<file path="src/rtl/dart_launcher.sv">
// Dart producer: spawns a dart at the tower, steps it each frame_tick, retires it on hit or off-screen, then cools down.
// Optional build macro DART_LAUNCHER_AUTOFIRE_EN makes the tower fire whenever it is able, ignoring fire.
module dart_launcher #(
  parameter int SPEED    = 4,
  parameter int COOLDOWN = 30,
  parameter int SCREEN_W = 640,
  parameter int SCREEN_H = 480
) (
  input  logic        Clk,
  input  logic        reset,
  input  logic        frame_tick,
  input  logic        fire,
  input  logic [19:0] tower_loc,
  input  logic [1:0]  dir,
  input  logic        dart_hit,
  output logic [19:0] dartfile,
  output logic        ready,
  output logic [7:0]  shots
);

  localparam int CW = (COOLDOWN < 2) ? 1 : $clog2(COOLDOWN + 1);
  localparam logic [CW-1:0] COOL_LOAD = CW'(COOLDOWN);
  localparam logic [10:0]   STEP      = 11'(SPEED);
  localparam logic [10:0]   X_LIMIT   = 11'(SCREEN_W);
  localparam logic [10:0]   Y_LIMIT   = 11'(SCREEN_H);

  typedef enum logic [1:0] {IDLE, FLIGHT, RETIRE, COOL} state_t;

  state_t        state, state_n;
  logic [19:0]   dart_n;
  logic [7:0]    shots_n;
  logic [CW-1:0] cnt, cnt_n;
  logic [1:0]    dir_q, dir_n;
  logic          launch_req, launch_ok, out_of_bounds;
  logic [10:0]   x_ext, y_ext, next_coord;

`ifdef DART_LAUNCHER_AUTOFIRE_EN
  assign launch_req = 1'b1;
`else
  assign launch_req = fire;
`endif

  assign launch_ok = launch_req && !dart_hit && (tower_loc != 20'd0);
  assign x_ext     = {1'b0, dartfile[19:10]};
  assign y_ext     = {1'b0, dartfile[9:0]};
  assign ready     = (state == IDLE);

  // Candidate coordinate along the latched direction; a -x/-y step is out once the coordinate would reach 0.
  always_comb begin
    next_coord    = x_ext;
    out_of_bounds = 1'b0;
    case (dir_q)
      2'd0: begin
        next_coord    = x_ext + STEP;
        out_of_bounds = (next_coord >= X_LIMIT);
      end
      2'd1: begin
        next_coord    = x_ext - STEP;
        out_of_bounds = (x_ext <= STEP);
      end
      2'd2: begin
        next_coord    = y_ext + STEP;
        out_of_bounds = (next_coord >= Y_LIMIT);
      end
      default: begin
        next_coord    = y_ext - STEP;
        out_of_bounds = (y_ext <= STEP);
      end
    endcase
  end

  always_comb begin
    state_n = state;
    dart_n  = dartfile;
    shots_n = shots;
    cnt_n   = cnt;
    dir_n   = dir_q;
    case (state)
      IDLE: begin
        dart_n = 20'd0;
        if (launch_ok) begin
          dart_n  = tower_loc;
          dir_n   = dir;
          shots_n = shots + 8'd1;
          state_n = FLIGHT;
        end
      end
      FLIGHT: begin
        if (dart_hit) begin
          dart_n  = 20'd0;
          state_n = RETIRE;
        end else if (frame_tick) begin
          if (out_of_bounds) begin
            dart_n  = 20'd0;
            cnt_n   = COOL_LOAD;
            state_n = COOL;
          end else if (dir_q[1]) begin
            dart_n[9:0] = next_coord[9:0];
          end else begin
            dart_n[19:10] = next_coord[9:0];
          end
        end
      end
      // Hold off until the pop clears so a relaunch cannot land inside it.
      RETIRE: begin
        dart_n = 20'd0;
        if (!dart_hit) begin
          cnt_n   = COOL_LOAD;
          state_n = COOL;
        end
      end
      COOL: begin
        dart_n = 20'd0;
        if (cnt == '0) begin
          state_n = IDLE;
        end else if (frame_tick) begin
          cnt_n = cnt - 1'b1;
        end
      end
      default: begin
        dart_n  = 20'd0;
        state_n = IDLE;
      end
    endcase
  end

  always_ff @(posedge Clk or posedge reset) begin
    if (reset) begin
      state    <= IDLE;
      dartfile <= 20'd0;
      shots    <= 8'd0;
      cnt      <= '0;
      dir_q    <= 2'd0;
    end else begin
      state    <= state_n;
      dartfile <= dart_n;
      shots    <= shots_n;
      cnt      <= cnt_n;
      dir_q    <= dir_n;
    end
  end

endmodule

</file>
<file path="config.mk">
export PLATFORM = sky130hd
export DESIGN_NAME = dart_launcher
export DESIGN_NICKNAME = d
export VERILOG_FILES = /design/src/rtl/dart_launcher.sv
export SDC_FILE = /design/constraint.sdc
export NUM_CORES = 1
export LEC_CHECK = 0
export CAP_MARGIN = 25
export CORE_UTILIZATION = 52
export CTS_CLUSTER_DIAMETER = 100
export DETAILED_ROUTE_END_ITERATION = 8
export HOLD_SLACK_MARGIN = 0.02
export PLACE_DENSITY_LB_ADDON = 0.05
export SLEW_MARGIN = 10
export SYNTH_ARGS = -nofsm -noshare
export SYNTH_HDL_FRONTEND = slang
export SYNTH_SLANG_ARGS = --single-unit
export TNS_END_PERCENT = 1
</file>
<file path="constraint.sdc">
create_clock -name Clk -period 2.6 [get_ports Clk]
set_clock_uncertainty 0.1 [all_clocks]
set_input_delay 0.78 -clock Clk [delete_from_list [all_inputs] [get_ports Clk]]
set_output_delay 0.78 -clock Clk [all_outputs]
set_load 0.005 [all_outputs]
</file>
After elaboration in Yosys (flattened, before gate mapping)

Cells that the tools add are included.

Input port bits: 27
Logic and storage cells: 70
Bits in registers: 37
Output and inout port bits: 29

Reduce and logical (&&, ||, !) cells: 14
$add $sub $neg: 6
Order comparisons: 4
Equality and inequality tests: 17
Muxes and demuxes: 23

Operator list:

| kind                                                                              | count |
|---|---|
| 20-bit 2-to-1 mux                                                                 | 4 |
| 20-bit case mux with 3 select lines                                               | 1 |
| 5-bit 2-to-1 mux                                                                  | 6 |
| 10-bit case mux with 3 select lines                                               | 1 |
| 10-bit by 3-bit adder with 11-bit output, second input constant                   | 2 |
| 10-bit by 3-bit less-or-equal comparator with 1-bit output, second input constant | 2 |
| 10-bit 2-to-1 mux                                                                 | 2 |
| 20-bit nonzero test                                                               | 1 |
| 10-bit by 3-bit subtractor with 10-bit output, second input constant              | 2 |
| 5-bit case mux with 3 select lines                                                | 1 |
| 2-bit != test, second input constant                                              | 7 |
| 2-bit 2-to-1 mux                                                                  | 6 |
| 11-bit by 10-bit >= comparator with 1-bit output, second input constant           | 1 |
| 11-bit by 9-bit >= comparator with 1-bit output, second input constant            | 1 |
| 8-bit by 1-bit adder with 8-bit output, second input constant                     | 1 |
| 4-bit != test, second input constant                                              | 2 |
| 2-bit case mux with 4 select lines                                                | 1 |
| 7-bit AND reduction                                                               | 1 |
| 2-bit == test, second input constant                                              | 3 |
| 3-bit != test, second input constant                                              | 2 |
| 2-bit AND reduction                                                               | 3 |
| 5-bit zero test                                                                   | 1 |
| 5-bit AND reduction                                                               | 1 |
| 5-bit by 1-bit subtractor with 5-bit output, second input constant                | 1 |
| 8 further kinds                                                                   | 11 |

Depth between registers and ports, before layout

Gate-level depths: netlist (run 1).

Word-level depth: 7
Gate-level depth with buffers: 9
Gate-level depth less buffers: 8

Worst setup path after synthesis (run 1)

Ideal clock, no wire load.

Path kind: register -> register
Start: reg dartfile[2]
End: reg dartfile[6]
Stages on the path, launching flop included: 8
Setup time: 0.125 ns
Period minus slack after synthesis: 2.436 ns
Buffers on the path: 0
Data arrival time: 2.211 ns
Data required time: 2.375 ns
Setup slack: 0.164 ns
Cell sequence: dfrtp_1 -> ha_1 -> nand3_1 -> xor2_1 -> o311ai_2 -> a2111oi_4 -> nor2_2 -> mux2_2

Longest elaborated chain between the ends: 7
Elaborated cells between the ends (all ways): 13
Classes of those cells: add/sub: 2; order compare: 2; eq/ne: 1; mux: 7; reduce/logical: 1

RTL lines:

| item                                                                                                             | line   | text |
|---|---|---|
| start, declared                                                                                                  | 16     | `output logic [19:0] dartfile,` |
| start signal, assigned                                                                                           | 136    | `dartfile <= dart_n;` |
| 10-bit by 3-bit adder with 11-bit output / 10-bit by 3-bit subtractor with 10-bit output (equally long branches) | 62, 66 |  |
| 11-bit by 9-bit >= comparator with 1-bit output / 10-bit case mux with 3 select lines (equally long branches)    | 63, 52 |  |
| 1-bit case mux with 3 select lines / 10-bit 2-to-1 mux (equally long branches)                                   | 52, 97 |  |
| 20-bit 2-to-1 mux                                                                                                | 93     | `if (out_of_bounds) begin` |
| 20-bit 2-to-1 mux                                                                                                | 92     | `end else if (frame_tick) begin` |
| 20-bit 2-to-1 mux                                                                                                | 89     | `if (dart_hit) begin` |
| 20-bit case mux with 3 select lines                                                                              | 78     | `case (state)` |

Parallel ways exist; a longest one is shown, timed or not. The select of a mux whose other input is x is not followed.
A chain may end at the register's enable or synchronous reset.

Worst setup path in the final report (run 1)

Start: reg dartfile[2]
End: reg dartfile[19]

Same word-level chain as after synthesis.

==> results.json, run 1 <==
{
  "worstSetupPathType": "register to register",
  "grt_overflow": 0,
  "maxCapViolCount": 0,
  "whs_path_depth": 1,
  "first_global_vias": 2734,
  "synthCells": 316,
  "insertion_delay_ps": 290,
  "slew_violations": 0,
  "critPathTopFamily": "compound AO/OA/AOI/OAI gates",
  "die_width_um": 76.0,
  "cp_data_required_time_ps": 2710,
  "grt_usage_pct": 30.2,
  "seq_area_frac_synth_pct": 32.5,
  "synth_seq_cells": 37,
  "nets": 467,
  "drt-initial-drc-count": 232,
  "synth_top_area_share_pct": 32.5,
  "grt_pass1_wl_um": 13600,
  "p_sw_uw": 1930,
  "hold_class": "register to register",
  "total_leakage_power_uw": 0.00178,
  "cts_tree": "built",
  "dp_hpwl_um": 6470,
  "cp_max_fo": 5,
  "synth_edf_count": 0,
  "irDropWorstVdd_v": 0.000685,
  "ant_nets": 0,
  "synth_cell_types": 59,
  "max_freq_ghz": 0.385,
  "hp-start": "shots[7]",
  "finalSetupViolCount": 0,
  "total_power_uw": 4510,
  "cts.clk_slew.worst_paths_ps": 80,
  "slew_headroom_pct": 59.7,
  "final_cell_mix": "buf_4, clkdlybuf4s50_1, nand2_1, dfrtp_1, nor2_1",
  "synth_area_um2": 2850,
  "start_kind": "register",
  "finalNonFillerCells": 498,
  "avgRoutedWirePerCell_um": 17.3,
  "worstMarginPinSlew_ps": 603,
  "cts_buffer_depth": 2,
  "syn2layout_area_growth_pct": 45.7,
  "n_antenna_cell": 0,
  "final_common_cell": "buf_4",
  "crit_path_max_incr_delay_ps": 540,
  "synth-main-ff-cell": "dfrtp_1",
  "root_buffer": "clkbuf_8",
  "switching_share_pct": 42.8,
  "cts.sinks": 37,
  "fp-row-count": 26,
  "antenna_found_initial": 0,
  "cp_cell_sequence": "ha_2 -> or4_1 -> a311o_1 -> a211o_4 -> a2111o_1 -> a31oi_1",
  "reg2reg_to": "dartfile[19]",
  "htree_levels": 2,
  "core_um2": 5200,
  "grt_max_degree": 38,
  "rsz0062_at_grt": "true",
  "min_to": "shots[7]",
  "powerDensity_nw_per_um2": 1090,
  "drtPass1Iterations": 6,
  "portBuffers": 55,
  "p_int_uw": 2580,
  "tns_ps": 0,
  "chipHeight_um": 76.0,
  "io-pin-count": 56,
  "yosys_warnings": 0,
  "end_kind": "register",
  "hold_viol_final": 0,
  "drt-total-wl_um": 8640,
  "viasPerCell": 5.80,
  "pwr-share-comb_pct": 66.7,
  "drive_above_1_share_pct": 26.4,
  "start_util_pct": 54.7,
  "die-area_um2": 5770,
  "r2r_start": "dartfile[2]",
  "worst_r2r_path_depth": 6,
  "layout_min_cycle_time_ps": 2600,
  "dp_cells": 479,
  "power_frac_clock_pct": 9.7,
  "p_seq_share_pct": 23.7,
  "arrival_ps": 2710,
  "critPathBufInv": 0,
  "numCtsBuffers": 5,
  "synth_fp_nets": 356,
  "synth_area_leader_cell": "dfrtp_1",
  "slowest_stage": "or4_1",
  "yosys-top-cells-area": "dfrtp_1, ha_1, xnor2_1",
  "outcome": "finished, final reports clean",
  "vias": 2890,
  "fin_crit_sh_pct": 99.9,
  "routabilityCongestion": 0.883,
  "avgSynthCellArea_um2": 9.01,
  "synth-async-reset-ratio_pct": 100,
  "remaining_drc_errors": 0,
  "reg2reg_slack_ps": 3
}
-- cell usage after synthesis (2+ instances only) --
cell type,instances
clkbuf_1,10
mux2_1,4
nand2_1,33
inv_1,15
o2111ai_1,2
buf_1,2
and4_1,2
nor4_1,6
o32a_1,2
mux2_2,3
buf_2,7
xnor2_1,16
xor2_1,11
o31ai_1,2
a211oi_1,5
o21ai_0,15
a31oi_1,4
a21oi_1,11
nand3_1,8
ha_1,13
nand4_1,6
nand2b_1,3
a2111oi_4,2
and3_1,4
nand3b_1,3
nor2_1,29
dfrtp_1,37
or3_1,2
a211o_1,3
nor2b_1,4
nor3_1,2
mux2i_1,7
a2bb2oi_1,12
mux4_2,3
o31a_1,2
nor3b_1,3
-- routing by layer --
layer / vias up / routed length, µm / GRT usage [%]
met5: - / 0 / 0
met1: 1371 / 3710 / 40.3
met4: 0 / 159 / 9.42
met2: 123 / 4230 / 51.1
li1: 1379 / - / -
met3: 17 / 537 / 4.07
-- per-stage QoR --
step           setup slack (ps)  utilization, %  instance area [µm²]  hold WS (ps)
3_3_place_gp               -217            73.8                 3840           359
3_5_place_dp               -204            73.8                 3840           365
5_1_grt                   -45.8            79.7                 4150           400
6_report                   3.32            79.7                 4150           378
4_1_cts                    3.62            75.8                 3950           376
2_1_floorplan               164               -                 2850           365
-- worst register-to-register path, cell delays in order, from the launching register on --
cell and delay (ps):
dfrtp_2 450, ha_2 220, or4_1 540, a311o_1 340, a211o_4 300, a2111o_1 360, a31oi_1 200
-- worst max-delay path by stage --
stage,start,cells after the start,end,slack [ps]
2_1_floorplan,dartfile[2],7,dartfile[6],160
3_3_place_gp,tower_loc[17],9,dartfile[0],-220
3_5_place_dp,tower_loc[17],8,state[1],-200
4_1_cts,dartfile[12],9,dartfile[9],4
5_1_grt,dartfile[3],11,dartfile[0],-50
6_report,dartfile[2],6,dartfile[19],3
-- power groups by stage --
stage               sequential (µW)  combinational (µW)  clock (µW)
CTS                            1040                2780         438
floorplan                       951                1700           0
global placement               1040                2700           0
finish                         1070                3000         435
global route                   1090                3240         467
detailed placement             1050                2760           0
-- final cells by class --
| type | instances | area [µm²] |
|---|---|---|
| timing repair buffer | 123 | 1080 |
| inverter | 15 | 56.3 |
| clock inverter | 2 | 13.8 |
| clock buffer | 6 | 82.6 |
| multi-input combinational | 245 | 1890 |
| tap | 70 | 87.6 |
| sequential | 37 | 931 |
| fill | 357 | 1060 |
-- registers in the layout, summed over array words and instances (netlist names) --
name,cells
dir_q,2
state,2
cnt,5
dartfile,20
shots,8
-- repair_timing --
action | CTS | global route
hold buffers | 0 | 0
setup buffers | 0 | 10
endpoints found under the hold margin | 0 | 0
cloned | 0 | 1
endpoints found under the setup margin | 14 | 28
pin swaps | 1 | 8
gates resized for setup | 4 | 27
-- logic make-up (layout without fill, tap and decap cells) --
group | after synthesis | after routing | synth area share [%]
flip-flops | 37 | 37 | 32.5
adder cells (fa/ha/maj) | 13 | 13 | 5.71
AND/OR/NAND/NOR | 114 | 114 | 20.2
XOR/XNOR | 27 | 27 | 8.31
buffers and inverters | 34 | 146 | 4.79
AO/OA/AOI/OAI | 74 | 74 | 20.9
multiplexers | 17 | 17 | 7.60
Note: power is estimated with default switching activity, not from simulation.
==> run 2, diff against run 1 <==
--- a/config.mk
+++ b/config.mk
@@ -6,6 +6,7 @@
 export NUM_CORES = 1
 export LEC_CHECK = 0
 export CAP_MARGIN = 25
+export CORE_MARGIN = 5
 export CORE_UTILIZATION = 52
 export CTS_CLUSTER_DIAMETER = 100
 export DETAILED_ROUTE_END_ITERATION = 8
==> run 2 against run 1 <==
Worst hold slack worse by 7.3 ps. Register-to-register slack improved by 40 ps. Non-clock buffer count decreased by 11. Fmax is 1.7% higher. Flip-flop and latch count did not move. Combinational power is 4% lower. Sequential power is 5% lower. Sequential share of layout area grew 0.59 points. Count of clock-buffer cells in the layout unchanged. Via count shrank 2.1%. Critical path type unchanged. Highest routed layer unchanged.
==> results.json, run 2 (synthesis gave the netlist of run 1 again) <==
{
  "outcome": "finished, final reports clean",
  "final_cell_mix": "clkdlybuf4s50_1, buf_4, dfrtp_1",
  "end_kind": "register",
  "insertion_delay_ps": 300,
  "cp_data_required_time_ps": 2720,
  "fin_crit_sh_pct": 98.2,
  "total_leakage_power_uw": 0.00171,
  "grt_overflow": 0,
  "rsz0062_at_grt": "true",
  "io-pin-count": 56,
  "die-area_um2": 7050,
  "remaining_drc_errors": 0,
  "powerDensity_nw_per_um2": 1100,
  "worstSetupPathType": "register to register",
  "dp_hpwl_um": 6480,
  "finalNonFillerCells": 489,
  "n_antenna_cell": 0,
  "top_regs": "dartfile: 20 flops, shots: 8 flops, cnt: 5 flops",
  "cts.sinks": 37,
  "arrival_ps": 2680,
  "avgRoutedWirePerCell_um": 17.4,
  "cp_max_fo": 5,
  "finalSetupViolCount": 0,
  "grt_usage_pct": 24.6,
  "fp-row-count": 27,
  "vias": 2830,
  "nets": 456,
  "cts_buffer_depth": 2,
  "tns_ps": 0,
  "start_util_pct": 52.7,
  "slew_headroom_pct": 66.5,
  "grt_max_degree": 38,
  "hold_class": "register to register",
  "drtPass1Iterations": 4,
  "chipHeight_um": 84.0,
  "drt-total-wl_um": 8490,
  "layout_min_cycle_time_ps": 2550,
  "antenna_found_initial": 0,
  "grt_pass1_wl_um": 14000,
  "numCtsBuffers": 5,
  "cts_hold_buf": 0,
  "start_kind": "register",
  "hold_viol_final": 0,
  "portBuffers": 55,
  "root_buffer": "clkbuf_8",
  "first_global_vias": 2828,
  "routabilityCongestion": 0.898,
  "maxCapViolCount": 0,
  "slew_violations": 0,
  "ant_nets": 0,
  "max_freq_ghz": 0.392,
  "drt-initial-drc-count": 243,
  "die_width_um": 84.0,
  "htree_levels": 2,
  "dp_cells": 477,
  "core_um2": 5410,
  "cts.clk_slew.worst_paths_ps": 80,
  "worstMarginPinSlew_ps": 502,
  "irDropWorstVdd_v": 0.000616,
  "largest_reg_flops": 20,
  "drive_above_1_share_pct": 22.5,
  "total_power_uw": 4430,
  "cts_tree": "built",
  "viasPerCell": 5.79,
  "syn2layout_area_growth_pct": 41.6,
  "regMostFlops": "dartfile"
}
[run 2: per-stage QoR]
step	worst slack, ps	utilization [%]	hold WS [ps]	cell area, µm²
after floorplan	164	-	365	2850
after global placement	-337	70.5	359	3810
after detailed placement	-383	70.5	362	3810
after CTS	-8.21	73.3	376	3960
after global routing	-41.4	74.6	397	4030
final	47.7	74.6	371	4030
[run 2: final timing paths]
check                             from           end  slack (ps)  cells after the start
max                        dartfile[2]  dartfile[19]          50                      6
min                           shots[7]      shots[7]         370                      1
max reg2reg                dartfile[2]  dartfile[19]          50                      6
min reg2reg                   shots[7]      shots[7]         370                      1
max in group asynchronous        reset  dartfile[12]        1230                      3
min in group asynchronous        reset        cnt[3]         800                      3
[run 2: per-layer routing]
| layer | GRT usage, % | up-vias | share of wire, % |
|---|---|---|---|
| li1 | - | 1350 | - |
| met1 | 33.4 | 1347 | 44 |
| met2 | 40.1 | 115 | 47 |
| met3 | 5.53 | 18 | 7.0 |
| met4 | 5.70 | 0 | 1.9 |
| met5 | 0 | - | 0 |
[run 2: worst max-delay path: stages (launching register included)]
cell      delay (ps)
dfrtp_2          440
ha_2             220
or4_1            540
a311o_1          290
a211o_4          310
a2111o_1         410
a31oi_1          180
[run 2: what timing repair did]
item | CTS | global route
resized for setup | 4 | 15
buffers inserted | 1 | 2
cloned | 0 | 1
pin swaps | 0 | 8
endpoints found under the setup margin | 22 | 28
[run 2: area by class of cell]
class / count / area [µm²]
clock buffers: 6 / 82.6
multi-input cells: 245 / 1860
fillers: 406 / 1380
inverters: 15 / 56.3
repair buffers: 112 / 980
flip-flops and latches: 37 / 928
clock inverters: 2 / 37.5
well taps: 72 / 90.1
[run 2: power by group]
| part | internal [µW] | switching [µW] | leakage, µW |
|---|---|---|---|
| Combinational | 1500 | 1380 | 0.00118 |
| Clock | 312 | 223 | 0.0000574 |
| Sequential | 763 | 254 | 0.000472 |
==> run 3, diff against run 2 <==
--- a/config.mk
+++ b/config.mk
@@ -6,7 +6,6 @@
 export NUM_CORES = 1
 export LEC_CHECK = 0
 export CAP_MARGIN = 25
-export CORE_MARGIN = 5
 export CORE_UTILIZATION = 52
 export CTS_CLUSTER_DIAMETER = 100
 export DETAILED_ROUTE_END_ITERATION = 8
==> results of run 3 <==
The final DEF is identical to that of run 1; final timing and power are the same.
